`src/rtl/pipe_pkg.sv`:
```
// rtl/pipe_pkg.sv - shared types and constants for the elastic pipeline register
package pipe_pkg;

  localparam int PIPE_WIDTH_DEFAULT = 32;

  typedef enum logic [1:0] {
    EMPTY = 2'd0,
    BUSY  = 2'd1,
    FULL  = 2'd2
  } stage_state_e;

  // Counter width able to hold 0 .. 2*depth entries.
  function automatic int occ_width(input int depth);
    return $clog2(2 * depth + 1);
  endfunction

endpackage

```
`src/rtl/pipe_skid_slice.sv`:
```
// rtl/pipe_skid_slice.sv - one elastic stage: main register plus skid entry, registered ready
module pipe_skid_slice
  import pipe_pkg::*;
#(
  parameter int WIDTH = PIPE_WIDTH_DEFAULT
) (
  input  logic             CLK,
  input  logic             RSTn,
  input  logic             flush,
  input  logic [WIDTH-1:0] dataIn,
  input  logic             validIn,
  output logic             readyIn,
  output logic [WIDTH-1:0] dataOut,
  output logic             validOut,
  input  logic             readyOut
);

  logic [WIDTH-1:0] main_data;
  logic [WIDTH-1:0] skid_data;
  logic             main_valid;
  logic             skid_valid;
  logic             in_fire;
  logic             out_fire;
  stage_state_e     state;

  // Ready depends only on the skid flop, so back-pressure never ripples combinationally upstream.
  assign readyIn  = !skid_valid;
  assign dataOut  = main_data;
  assign validOut = main_valid;
  assign in_fire  = validIn && !skid_valid;
  assign out_fire = main_valid && readyOut;

  always_comb begin
    state = EMPTY;
    if (main_valid && skid_valid) begin
      state = FULL;
    end else if (main_valid) begin
      state = BUSY;
    end
  end

  always_ff @(posedge CLK) begin
    if (!RSTn) begin
      main_valid <= 1'b0;
      skid_valid <= 1'b0;
      main_data  <= '0;
      skid_data  <= '0;
    end else if (flush) begin
      main_valid <= 1'b0;
      skid_valid <= 1'b0;
    end else begin
      case (state)
        EMPTY: begin
          if (in_fire) begin
            main_data  <= dataIn;
            main_valid <= 1'b1;
          end
        end
        BUSY: begin
          if (in_fire && out_fire) begin
            main_data <= dataIn;
          end else if (in_fire) begin
            skid_data  <= dataIn;
            skid_valid <= 1'b1;
          end else if (out_fire) begin
            main_valid <= 1'b0;
          end
        end
        FULL: begin
          if (out_fire) begin
            main_data  <= skid_data;
            skid_valid <= 1'b0;
          end
        end
        default: begin
        end
      endcase
    end
  end

endmodule

```
`src/rtl/pipe_elastic_reg.sv`:
```
// rtl/pipe_elastic_reg.sv - DEPTH chained skid slices with flush; PIPE_OCCUPANCY_EN adds an occupancy count
module pipe_elastic_reg
  import pipe_pkg::*;
#(
  parameter int WIDTH = PIPE_WIDTH_DEFAULT,
  parameter int DEPTH = 1
) (
  input  logic                         CLK,
  input  logic                         RSTn,
  input  logic                         flush,
  input  logic [WIDTH-1:0]             dataIn,
  input  logic                         validIn,
  output logic                         readyIn,
  output logic [WIDTH-1:0]             dataOut,
  output logic                         validOut,
  input  logic                         readyOut
`ifdef PIPE_OCCUPANCY_EN
  ,
  output logic [occ_width(DEPTH)-1:0]  occupancy
`endif
);

  logic [DEPTH:0][WIDTH-1:0] stage_data;
  logic [DEPTH:0]            stage_valid;
  logic [DEPTH:0]            stage_ready;

  assign stage_data[0]      = dataIn;
  assign stage_valid[0]     = validIn;
  assign stage_ready[DEPTH] = readyOut;
  assign dataOut            = stage_data[DEPTH];
  assign validOut           = stage_valid[DEPTH];
  // Slices come out of reset ready, so hold off upstream until reset is released.
  assign readyIn            = RSTn && stage_ready[0];

  for (genvar i = 0; i < DEPTH; i++) begin : g_stage
    pipe_skid_slice #(
      .WIDTH(WIDTH)
    ) u_slice (
      .CLK     (CLK),
      .RSTn    (RSTn),
      .flush   (flush),
      .dataIn  (stage_data[i]),
      .validIn (stage_valid[i]),
      .readyIn (stage_ready[i]),
      .dataOut (stage_data[i+1]),
      .validOut(stage_valid[i+1]),
      .readyOut(stage_ready[i+1])
    );
  end

`ifdef PIPE_OCCUPANCY_EN
  localparam int OCC_W = occ_width(DEPTH);

  logic [OCC_W-1:0] occ_q;
  logic             occ_in;
  logic             occ_out;

  assign occ_in    = validIn && readyIn;
  assign occ_out   = validOut && readyOut;
  assign occupancy = occ_q;

  always_ff @(posedge CLK) begin
    if (!RSTn) begin
      occ_q <= '0;
    end else if (flush) begin
      occ_q <= '0;
    end else if (occ_in && !occ_out) begin
      occ_q <= occ_q + OCC_W'(1);
    end else if (occ_out && !occ_in) begin
      occ_q <= occ_q - OCC_W'(1);
    end
  end
`endif

endmodule

```
`config.mk`:
```
export PLATFORM = sky130hd
export DESIGN_NAME = pipe_elastic_reg
export DESIGN_NICKNAME = d
export VERILOG_FILES = /design/src/rtl/pipe_pkg.sv /design/src/rtl/pipe_skid_slice.sv /design/src/rtl/pipe_elastic_reg.sv
export SDC_FILE = /design/constraint.sdc
export NUM_CORES = 1
export LEC_CHECK = 0
export CAP_MARGIN = 20
export CORE_MARGIN = 2
export CORE_UTILIZATION = 40
export CTS_CLUSTER_SIZE = 12
export DETAILED_ROUTE_END_ITERATION = 6
export PLACE_DENSITY = 0.68
export SLEW_MARGIN = 10
export SYNTH_ARGS = -nofsm -noshare
export SYNTH_HDL_FRONTEND = slang
export SYNTH_SLANG_ARGS = --single-unit
```
`constraint.sdc`:
```
create_clock -name CLK -period 3 [get_ports CLK]
set_clock_uncertainty 0.05 [all_clocks]
set_input_delay 0.45 -clock CLK [delete_from_list [all_inputs] [get_ports CLK]]
set_output_delay 0.45 -clock CLK [all_outputs]
set_load 0.005 [all_outputs]
```
== After elaboration in Yosys (flattened, before gate mapping) ==
Index checks and enable logic that the tools add are counted.

* Equal/unequal tests: 9
* Mux-type cells: 13
* Bitwise operators: 3
* Reduce and logical (&&, ||, !) cells: 15

{| class="wikitable"
|+ Operator list
! operator !! number
|-
| 32-bit 2-to-1 mux || 3
|-
| 32-bit one-hot mux with 3 select lines || 1
|-
| 2-bit by 1-bit inequality test with 1-bit output, second input constant || 5
|-
| 5-bit AND reduction || 2
|-
| 4-bit AND reduction || 2
|-
| 1-bit 2-to-1 mux || 6
|-
| 1-bit logical AND || 5
|-
| 2-bit inequality test, second input constant || 2
|-
| 1-bit one-hot mux with 2 select lines || 2
|-
| 2-bit nonzero test || 2
|-
| 1-bit inverter || 3
|-
| 3-bit nonzero test || 1
|-
| 2-bit by 1-bit equality test with 1-bit output, second input constant || 1
|-
| 2-bit equality test, second input constant || 1
|-
| 2-bit zero test || 1
|-
| 2-bit 2-to-1 mux || 1
|-
| 2-bit OR reduction || 1
|-
| 1-bit zero test || 1
|}

* Register bits: 66
* Input port bits: 37
* Logic and storage cells: 44

== Depth between registers and ports, before layout ==
Gate-level depths: netlist of run 1.

* Depth in word-level cells: 5
* Depth in mapped cells: 6

== By module ==
A second synthesis of run 1 with hierarchy kept.

* Cell total of the unflattened synthesis: 384
* Area total of the unflattened synthesis: 3669.8 um^2

{| class="wikitable"
|+ By module, submodules not included
! module !! times used !! cells an instance !! area each (um^2)
|-
| pipe_skid_slice || 1 || 383 || 3663.5
|-
| pipe_elastic_reg || 1 || 1 || 6.3
|}

== Worst setup path after synthesis of run 1 ==
No wires, ideal clock.

* Path type: input -> output
* Start point: input port RSTn
* End point: output port readyIn
* Arrival: 1.241 ns
* Data required time: 2.500 ns
* Setup slack: 1.259 ns
* Cell stages on the path: 4
* Buffers on the path: 2
* Cells stage by stage: inv_1 clkbuf_1 clkbuf_1 nor2_1

* Cells in the longest elaborated chain, start to end: 1

{| class="wikitable"
|+ RTL lines
! what !! RTL line !! source
|-
| from (decl) || pipe_elastic_reg.sv:9 || <nowiki>input logic RSTn,</nowiki>
|-
| 1-bit logical AND || pipe_elastic_reg.sv:33 || <nowiki>assign readyIn = RSTn && stage_ready[0];</nowiki>
|-
| to (decl) || pipe_elastic_reg.sv:13 || <nowiki>output logic readyIn,</nowiki>
|}

Every way passes these cells.

== Final worst setup path of run 1 ==
Same ends and word-level chain as after synthesis.

==> impl_metrics.env, run 1 <==
export IMPL_final_common_cell="clkdlybuf4s50_1"
export IMPL_placed_area_um2=4370
export IMPL_grt_setup_unrepaired="false"
export IMPL_fp_dieW_um=99.8
export IMPL_start_util_pct=41.7
export IMPL_vias=3073
export IMPL_layout_common_cells="clkdlybuf4s50_1, dfxtp_1, a21oi_1"
export IMPL_synth_ff_type="dfxtp_1"
export IMPL_power_per_cell_area_nw_per_um2=432
export IMPL_place_gp_congestion=0.725
export IMPL_max_stage_delay_ns=0.53
export IMPL_crit_buf_inv=3
export IMPL_tightest_slew_ns=0.879
export IMPL_netlist_area_um2=3670
export IMPL_syn_avg_cell_area_um2=9.54
export IMPL_whs_path_depth=2
export IMPL_netlist_area_leader_share_pct=36.0
export IMPL_min_path_type="reg -> reg"
export IMPL_dpl_hpwl_um=5580
export IMPL_routed_via_density=5.66
export IMPL_period_needed_ns=2.09
export IMPL_fin_tns_setup_ns=0
export IMPL_finalCritPeriodShare_pct=69.8
export IMPL_worstSetupEndpointType="output pin"
export IMPL_coreArea_um2=8810
export IMPL_die_area_um2=9960
export IMPL_wl_per_cell_um=16.8
export IMPL_area_delta_synth_final_pct=24.0
export IMPL_cp_max_fo=2
export IMPL_r2r_slack_ns=0.97
export IMPL_synth_area_leaders="dfxtp_1, a2111oi_2, a211oi_2"
export IMPL_clock_sinks=66
export IMPL_grt_pass1_wl_um=15200
export IMPL_synth_fa_ha_area_share_pct=0
export IMPL_n_antenna_cell=0
export IMPL_irDropWorstVdd_v=0.000195
export IMPL_r2r_start="g_stage[0].u_slice.validOut"
export IMPL_status="finished, final reports clean"
export IMPL_numCtsBuffers=9
export IMPL_ant_nets=0
export IMPL_drive_gt1_share_pct=22.1
export IMPL_leakage_nw=1.52
export IMPL_synth_cell_types=28
export IMPL_holdWs_ns=0.415
export IMPL_ios=71
export IMPL_cts_max_level=3
export IMPL_antenna_found_initial=0
export IMPL_drt_iter0_drc=161
export IMPL_path_cells="clkdlybuf4s50_1 > inv_2 > nor2_1 > clkdlybuf4s50_1"
export IMPL_fmax_mhz=478
export IMPL_async_flop_share_pct=0
export IMPL_finalCoreUtilization_pct=51.7
export IMPL_nNetsFinal=467
export IMPL_hp_start="g_stage[0].u_slice.dataOut[12]"
export IMPL_clockBufferDepth=2
export IMPL_ys_ff_latch=66
export IMPL_arrival_ns=1.59
export IMPL_r2r_cells=4
export IMPL_dr_pass1_iters=4
export IMPL_clk_insertion_delay_late_ns=0.34
export IMPL_setup_viol=0
export IMPL_slew_viol_final=0
export IMPL_cp_common_cell="clkdlybuf4s50_1"
export IMPL_grt_pass1_vias=2956
export IMPL_start_kind="input port"
export IMPL_cts_setup_buffers=0
export IMPL_synth_top_area_cell="dfxtp_1"
export IMPL_post_cts_resize_count=0
export IMPL_grt_max_degree=67
export IMPL_max_cap_violations=0
export IMPL_path_clk_slew_ns=0.07
export IMPL_synth_top_family_by_area="compound AO/OA/AOI/OAI gates"
export IMPL_ys_warn_count=0
export IMPL_synth_edff_count=0
export IMPL_slowest_stage="clkdlybuf4s50_1"
export IMPL_worstPathRequired_ns=2.50
export IMPL_cts_tree="done"
export IMPL_postCtsHoldBufs=0
export IMPL_worstSetupPathType="in -> out"
export IMPL_num_rows=34
export IMPL_clockRootBuffer="clkbuf_8"
export IMPL_synth_xor_area_share_pct=0
export IMPL_cp_top_family="buffers and inverters"
export IMPL_synth_simple_area_share_pct=13.7
export IMPL_io_buffers=70
export IMPL_slew_headroom_pct=41.4
export IMPL_grt_ovfl_total=0
export IMPL_drcViolationCount=0
export IMPL_wl_um=9100
export IMPL_ys_seq_area_share_pct=36.0
export IMPL_rr_endpoint="g_stage[0].u_slice.dataOut[8]"
export IMPL_muxShareOfSynthArea_pct=0
export IMPL_synth_fp_nets=422
export IMPL_hold_violations=0
export IMPL_grtUsageTotal_pct=19.0
export IMPL_whs_endpoint="g_stage[0].u_slice.dataOut[12]"
export IMPL_die_y_um=99.8
export IMPL_synth_cells=385
export IMPL_design_area_um2=4550
export IMPL_synth_compound_area_share_pct=40.0
==> where the power goes <==
group,switching (W),internal [W],total (W)
registers,0.0000212,0.000912,0.000933
clock network,0.000337,0.000366,0.000703
logic,0.000162,0.000169,0.000331
==> registers in the layout (all words and copies together) (netlist names) <==
signal,cells
g_stage.u_slice.skid_data,32
g_stage.u_slice.dataOut,32
g_stage.u_slice.skid_valid,1
g_stage.u_slice.validOut,1
==> metal layers <==
layer | up-vias | track usage (%) | share of wire, % | wire [um]
li1 | 1510 | - | - | -
met1 | 1477 | 25.7 | 45 | 4130
met2 | 74 | 30.0 | 48 | 4410
met3 | 12 | 3.76 | 4.3 | 391
met4 | 0 | 7.17 | 1.8 | 168
met5 | - | 0 | 0 | 0
==> final cells by class <==
cell class | instances | area (um2)
clock buffer | 14 | 173
clock inverter | 2 | 10.0
inverter | 33 | 124
tap | 108 | 135
timing repair buffer | 83 | 793
sequential | 66 | 1320
fill | 808 | 4250
multi-input combinational | 237 | 1990
==> cells in the mapped netlist, drive strengths merged (16+ instances only) <==
| cell | n |
|---|---|
| dfxtp | 66 |
| a211oi | 32 |
| and3 | 32 |
| o21ai | 32 |
| a21boi | 32 |
| inv | 33 |
| nand3b | 32 |
| a2111oi | 32 |
| clkbuf | 33 |
| a21oi | 34 |
| buf | 16 |
==> per-stage QoR <==
stage               setup slack (ns)  std cells  total power, W
floorplan                       1.26        385         0.00114
global placement               0.696        527         0.00128
detailed placement             0.647        527         0.00129
CTS                            0.893        543         0.00199
global route                   0.871        543         0.00206
finish                         0.907        543         0.00197
==> worst max path at each step <==
stage,startpoint,endpoint,slack (ns),cells after the start
CTS,RSTn,readyIn,0.89,4
floorplan,RSTn,readyIn,1.26,4
detailed placement,readyOut,g_stage[0].u_slice.dataOut[30],0.65,5
global placement,validIn,g_stage[0].u_slice.dataOut[9],0.70,4
global route,RSTn,readyIn,0.87,4
finish,RSTn,readyIn,0.91,4
==> cell families after synthesis <==
family / after synthesis
buffers and inverters: 82
AND/OR/NAND/NOR: 73
AO/OA/AOI/OAI: 164
flip-flops: 66
==> worst register-to-register path, cell delays in order (launching register included) <==
cell	delay, ns
dfxtp_2	0.52
or2_2	0.31
buf_4	0.32
a21o_4	0.52
a211oi_1	0.16
Note: power is estimated with default switching activity, not from simulation.
==> run 2: changes to the inputs <==
--- a/config.mk
+++ b/config.mk
@@ -10,7 +10,7 @@
 export CORE_UTILIZATION = 40
 export CTS_CLUSTER_SIZE = 12
 export DETAILED_ROUTE_END_ITERATION = 6
-export PLACE_DENSITY = 0.68
+export PLACE_DENSITY = 0.71
 export SLEW_MARGIN = 10
 export SYNTH_ARGS = -nofsm -noshare
 export SYNTH_HDL_FRONTEND = slang
==> constraint.sdc (replaced) <==
create_clock -name CLK -period 1.9 [get_ports CLK]
set_clock_uncertainty 0.05 [all_clocks]
set_input_delay 0.285 -clock CLK [delete_from_list [all_inputs] [get_ports CLK]]
set_output_delay 0.285 -clock CLK [all_outputs]
set_load 0.005 [all_outputs]
==> run 2 against run 1 <==
- global-route usage fell by 1.2 points
- non-clock buffer count rose by 4
- highest routed layer unchanged
- utilization rose by 1.4 points
==> impl_metrics.env, run 2 (same netlist as run 1, synthesis figures left out) <==
export IMPL_status="finished, final reports clean"
export IMPL_fmax_mhz=545
export IMPL_power_per_cell_area_nw_per_um2=692
export IMPL_ant_nets=0
export IMPL_layout_common_cells="clkdlybuf4s50_1, dfxtp_1, a21oi_1"
export IMPL_nNetsFinal=471
export IMPL_worstSetupPathType="reg -> out"
export IMPL_crit_start="g_stage[0].u_slice.skid_valid"
export IMPL_vias=3080
export IMPL_min_path_type="reg -> reg"
export IMPL_routed_via_density=5.64
export IMPL_final_common_cell="clkdlybuf4s50_1"
export IMPL_place_gp_congestion=0.754
export IMPL_design_area_um2=4680
export IMPL_die_area_um2=9960
export IMPL_slew_headroom_pct=65.2
export IMPL_cp_max_fo=71
export IMPL_io_buffers=70
export IMPL_start_kind="register"
export IMPL_grt_pass1_wl_um=14200
export IMPL_grtUsageTotal_pct=17.8
export IMPL_grt_ovfl_total=0
export IMPL_drive_gt1_share_pct=22.8
export IMPL_die_y_um=99.8
export IMPL_grt_pass1_vias=2955
export IMPL_area_delta_synth_final_pct=27.4
export IMPL_setup_viol=0
export IMPL_n_antenna_cell=0
export IMPL_start_util_pct=41.7
export IMPL_hold_violations=0
export IMPL_max_cap_violations=0
export IMPL_num_rows=34
export IMPL_numCtsBuffers=9
export IMPL_post_cts_resize_count=0
export IMPL_dpl_cell_count=531
export IMPL_dpl_worst_slack_ns=0.00268
export IMPL_r2r_slack_ns=0.19
export IMPL_drt_iter0_drc=211
export IMPL_grt_setup_unrepaired="false"
export IMPL_antenna_found_initial=0
export IMPL_hp_start="g_stage[0].u_slice.dataOut[31]"
export IMPL_wl_per_cell_um=16.0
export IMPL_grt_max_degree=72
export IMPL_r2r_start="g_stage[0].u_slice.skid_valid"
export IMPL_cts_max_level=3
export IMPL_clk_insertion_delay_late_ns=0.34
export IMPL_irDropWorstVdd_v=0.000543
export IMPL_coreArea_um2=8810
export IMPL_placed_area_um2=4480
export IMPL_fp_dieW_um=99.8
export IMPL_slew_viol_final=0
export IMPL_fin_tns_setup_ns=0
export IMPL_dpl_hpwl_um=5380
export IMPL_path_clk_slew_ns=0.06
export IMPL_wl_um=8750
export IMPL_cts_setup_buffers=0
export IMPL_ios=71
export IMPL_finalCritPeriodShare_pct=96.6
export IMPL_tightest_slew_ns=0.522
export IMPL_clockRootBuffer="clkbuf_8"
export IMPL_worstSetupEndpointType="output pin"
export IMPL_finalWorstSetupSlack_ns=0.0655
export IMPL_worstPathRequired_ns=1.56
export IMPL_clock_sinks=66
export IMPL_arrival_ns=1.50
export IMPL_clockBufferDepth=2
export IMPL_drcViolationCount=0
export IMPL_postCtsHoldBufs=0
export IMPL_dr_pass1_iters=4
export IMPL_cts_tree="done"
export IMPL_leakage_nw=1.58
export IMPL_instances_no_fill=546
export IMPL_period_needed_ns=1.83
[run 2: changes by cell type in the layout (fill, tap and decap cells not counted)]
cell,previous run,this run
clkbuf_1,2,1
bufinv_16,0,1
clkinv_2,2,1
buf_4,13,11
buf_12,0,6
[run 2: layout make-up]
type	instances	area [um2]
Clock inverter	2	35.0
Inverter	33	124
Clock buffer	13	169
Fill cell	791	4130
Tap cell	108	135
Timing Repair Buffer	87	898
Multi-Input combinational cell	237	1990
Sequential cell	66	1320
[run 2: metrics by stage]
step	util [%]	hold slack (ns)	power (W)
4_1_cts	53.1	0.415	0.00327
3_5_place_dp	50.8	0.405	0.00205
5_1_grt	53.1	0.431	0.00336
2_1_floorplan	-	0.398	0.00179
3_3_place_gp	50.8	0.405	0.00204
6_report	53.1	0.413	0.00324
[run 2: worst paths after layout]
check                                        end  cells after the start
hold reg to reg   g_stage[0].u_slice.dataOut[31]                      2
hold / removal    g_stage[0].u_slice.dataOut[31]                      2
setup reg to reg   g_stage[0].u_slice.dataOut[9]                      4
setup / recovery                         readyIn                      3
[run 2: metal layers]
metal  routed length (um)  global-route usage [%]  vias up
li1                     -                       -     1519
met1                 3940                    22.9     1461
met2                 4250                    30.0       92
met3                  455                    3.76        8
met4                   97                    5.58        0
met5                    0                       0        -
[run 2: power breakdown]
| part | internal, W | switching, W | total (W) |
|---|---|---|---|
| sequential | 0.00144 | 0.0000292 | 0.00147 |
| combinational | 0.000283 | 0.000261 | 0.000544 |
| clock | 0.000705 | 0.000518 | 0.00122 |
| total | 0.00243 | 0.000808 | 0.00324 |
[run 2: worst max-delay path: stages (launching register included)]
cell,delay [ns]
dfxtp_2,0.33
buf_12,0.19
nor2_1,0.13
clkdlybuf4s50_1,0.50
==> run 3: changes to the inputs <==
--- a/config.mk
+++ b/config.mk
@@ -6,6 +6,7 @@
 export NUM_CORES = 1
 export LEC_CHECK = 0
 export CAP_MARGIN = 20
+export CORE_ASPECT_RATIO = 1.75
 export CORE_MARGIN = 2
 export CORE_UTILIZATION = 40
 export CTS_CLUSTER_SIZE = 12
==> run 3 against run 2 <==
- critical path depth fell by 1
- flip-flop and latch count did not move
- setup slack improved by 0.0091 ns
- global-route usage rose by 1.3 points
- utilization fell by 0.49 points
- total power rose by 7.1%
- routed wire length rose by 4.2%
- die area rose by 0.30%
- non-clock buffer count rose by 5
- largest power group unchanged
- via count rose by 2.2%
==> impl_metrics.env, run 3 (same netlist as run 1, synthesis figures left out) <==
export IMPL_path_clk_slew_ns=0.05
export IMPL_slowest_stage="clkdlybuf4s50_1"
export IMPL_worstPathRequired_ns=1.56
export IMPL_grt_ovfl_total=0
export IMPL_worstSetupPathType="reg -> out"
export IMPL_coreArea_um2=8980
export IMPL_routed_wl_met3_um=321
export IMPL_wl_met1_um=3780
export IMPL_drive_gt1_share_pct=22.9
export IMPL_grtUsageTotal_pct=19.1
export IMPL_leakage_nw=1.60
export IMPL_setup_viol=0
export IMPL_nNetsFinal=476
export IMPL_num_rows=46
export IMPL_clockBufferDepth=2
export IMPL_fp_dieW_um=76.4
export IMPL_dpl_hpwl_um=5890
export IMPL_dr_pass1_iters=4
export IMPL_antenna_found_initial=0
export IMPL_finalCritPeriodShare_pct=96.1
export IMPL_drcViolationCount=0
export IMPL_numCtsBuffers=9
export IMPL_ant_nets=0
export IMPL_placed_area_um2=4470
export IMPL_die_y_um=131
export IMPL_routed_via_density=5.60
export IMPL_vias=3149
export IMPL_drt_iter0_drc=270
export IMPL_fin_tns_setup_ns=0
export IMPL_crit_buf_inv=2
export IMPL_cts_tree="done"
export IMPL_hold_violations=0
export IMPL_final_common_cell="clkdlybuf4s50_1"
export IMPL_grt_pass1_wl_um=15200
export IMPL_min_path_type="reg -> reg"
export IMPL_ios=71
export IMPL_max_stage_delay_ns=0.56
export IMPL_dr_wl_met2_um=4800
export IMPL_slew_viol_final=0
export IMPL_status="finished, final reports clean"
export IMPL_period_needed_ns=1.83
export IMPL_die_area_um2=9990
export IMPL_clk_insertion_delay_late_ns=0.33
export IMPL_start_kind="register"
export IMPL_clockRootBuffer="clkbuf_16"
export IMPL_max_cap_violations=0
export IMPL_path_cells="buf_4 > clkdlybuf4s50_1"
export IMPL_n_antenna_cell=0
export IMPL_arrival_ns=1.49
export IMPL_worstSetupEndpointType="output pin"
export IMPL_cts_max_level=3
export IMPL_clock_sinks=66
export IMPL_highest_layer="met4"
export IMPL_start_util_pct=40.9
export IMPL_power_per_cell_area_nw_per_um2=734
export IMPL_irDropWorstVdd_v=0.000430
export IMPL_wl_per_cell_um=16.2
export IMPL_layout_common_cells="clkdlybuf4s50_1, dfxtp_1, a21oi_1"
export IMPL_io_buffers=70
export IMPL_wl_um=9110
export IMPL_grt_max_degree=67
export IMPL_cp_max_fo=30
export IMPL_area_delta_synth_final_pct=28.7
export IMPL_fmax_mhz=548
export IMPL_slew_headroom_pct=62.3
export IMPL_cp_top_family="buffers and inverters"
export IMPL_grt_pass1_vias=3070
export IMPL_tightest_slew_ns=0.551
export IMPL_place_gp_congestion=0.762
export IMPL_design_area_um2=4730
export IMPL_grt_setup_unrepaired="false"
run 3: cell types whose count changed in the layout (fill, tap and decap cells not counted), sizes merged:
cell    before  now
buf         18   23
bufinv       1    0
clkbuf      13   14
clkinv       1    0
run 3: report_power, final:
group	switching (W)	leakage [nW]	internal [W]
combinational	0.000263	0.938	0.000281
sequential	0.0000278	0.539	0.00144
clock	0.000548	0.123	0.000904
total	0.000838	1.60	0.00263
run 3: worst paths after layout:
check / from / to / slack [ns] / depth (start not counted)
setup / recovery: g_stage[0].u_slice.validOut / validOut / 0.07 / 2
hold / removal: g_stage[0].u_slice.dataOut[25] / g_stage[0].u_slice.dataOut[25] / 0.41 / 2
setup reg to reg: g_stage[0].u_slice.validOut / g_stage[0].u_slice.dataOut[8] / 0.19 / 5
hold reg to reg: g_stage[0].u_slice.dataOut[25] / g_stage[0].u_slice.dataOut[25] / 0.41 / 2
run 3: cell type report:
type,count,area (um2)
Timing Repair Buffer,92,881
Tap cell,120,150
Multi-Input combinational cell,237,1990
Clock buffer,14,254
Fill cell,841,4250
Sequential cell,66,1320
Inverter,33,124
run 3: metrics by stage:
step | hold slack [ns] | setup slack [ns] | power, W | instances | util [%]
2_1_floorplan | 0.398 | 0.355 | 0.00179 | 385 | -
3_3_place_gp | 0.403 | 0.0322 | 0.00204 | 548 | 49.7
3_5_place_dp | 0.406 | 0.0213 | 0.00205 | 548 | 49.7
4_1_cts | 0.415 | 0.0585 | 0.00352 | 562 | 52.6
5_1_grt | 0.424 | 0.00158 | 0.00361 | 562 | 52.6
6_report | 0.410 | 0.0746 | 0.00347 | 562 | 52.6
run 3: routing by layer:
layer  GRT usage [%]  vias to the layer above
li1                -                     1534
met1            22.4                     1525
met2            33.9                       74
met3            4.26                       16
met4            7.81                        0
met5               0                        -
run 3: tightest hold or removal path, cell delays in order, from the launching register on:
cell,delay (ns)
dfxtp_1,0.30
inv_1,0.06
a211oi_2,0.05
run 3: repair_timing:
item	CTS	global route
resized for setup	1	1
cloned	0	0
setup endpoints to repair	1	1
hold buffers	0	0
buffers inserted	0	0
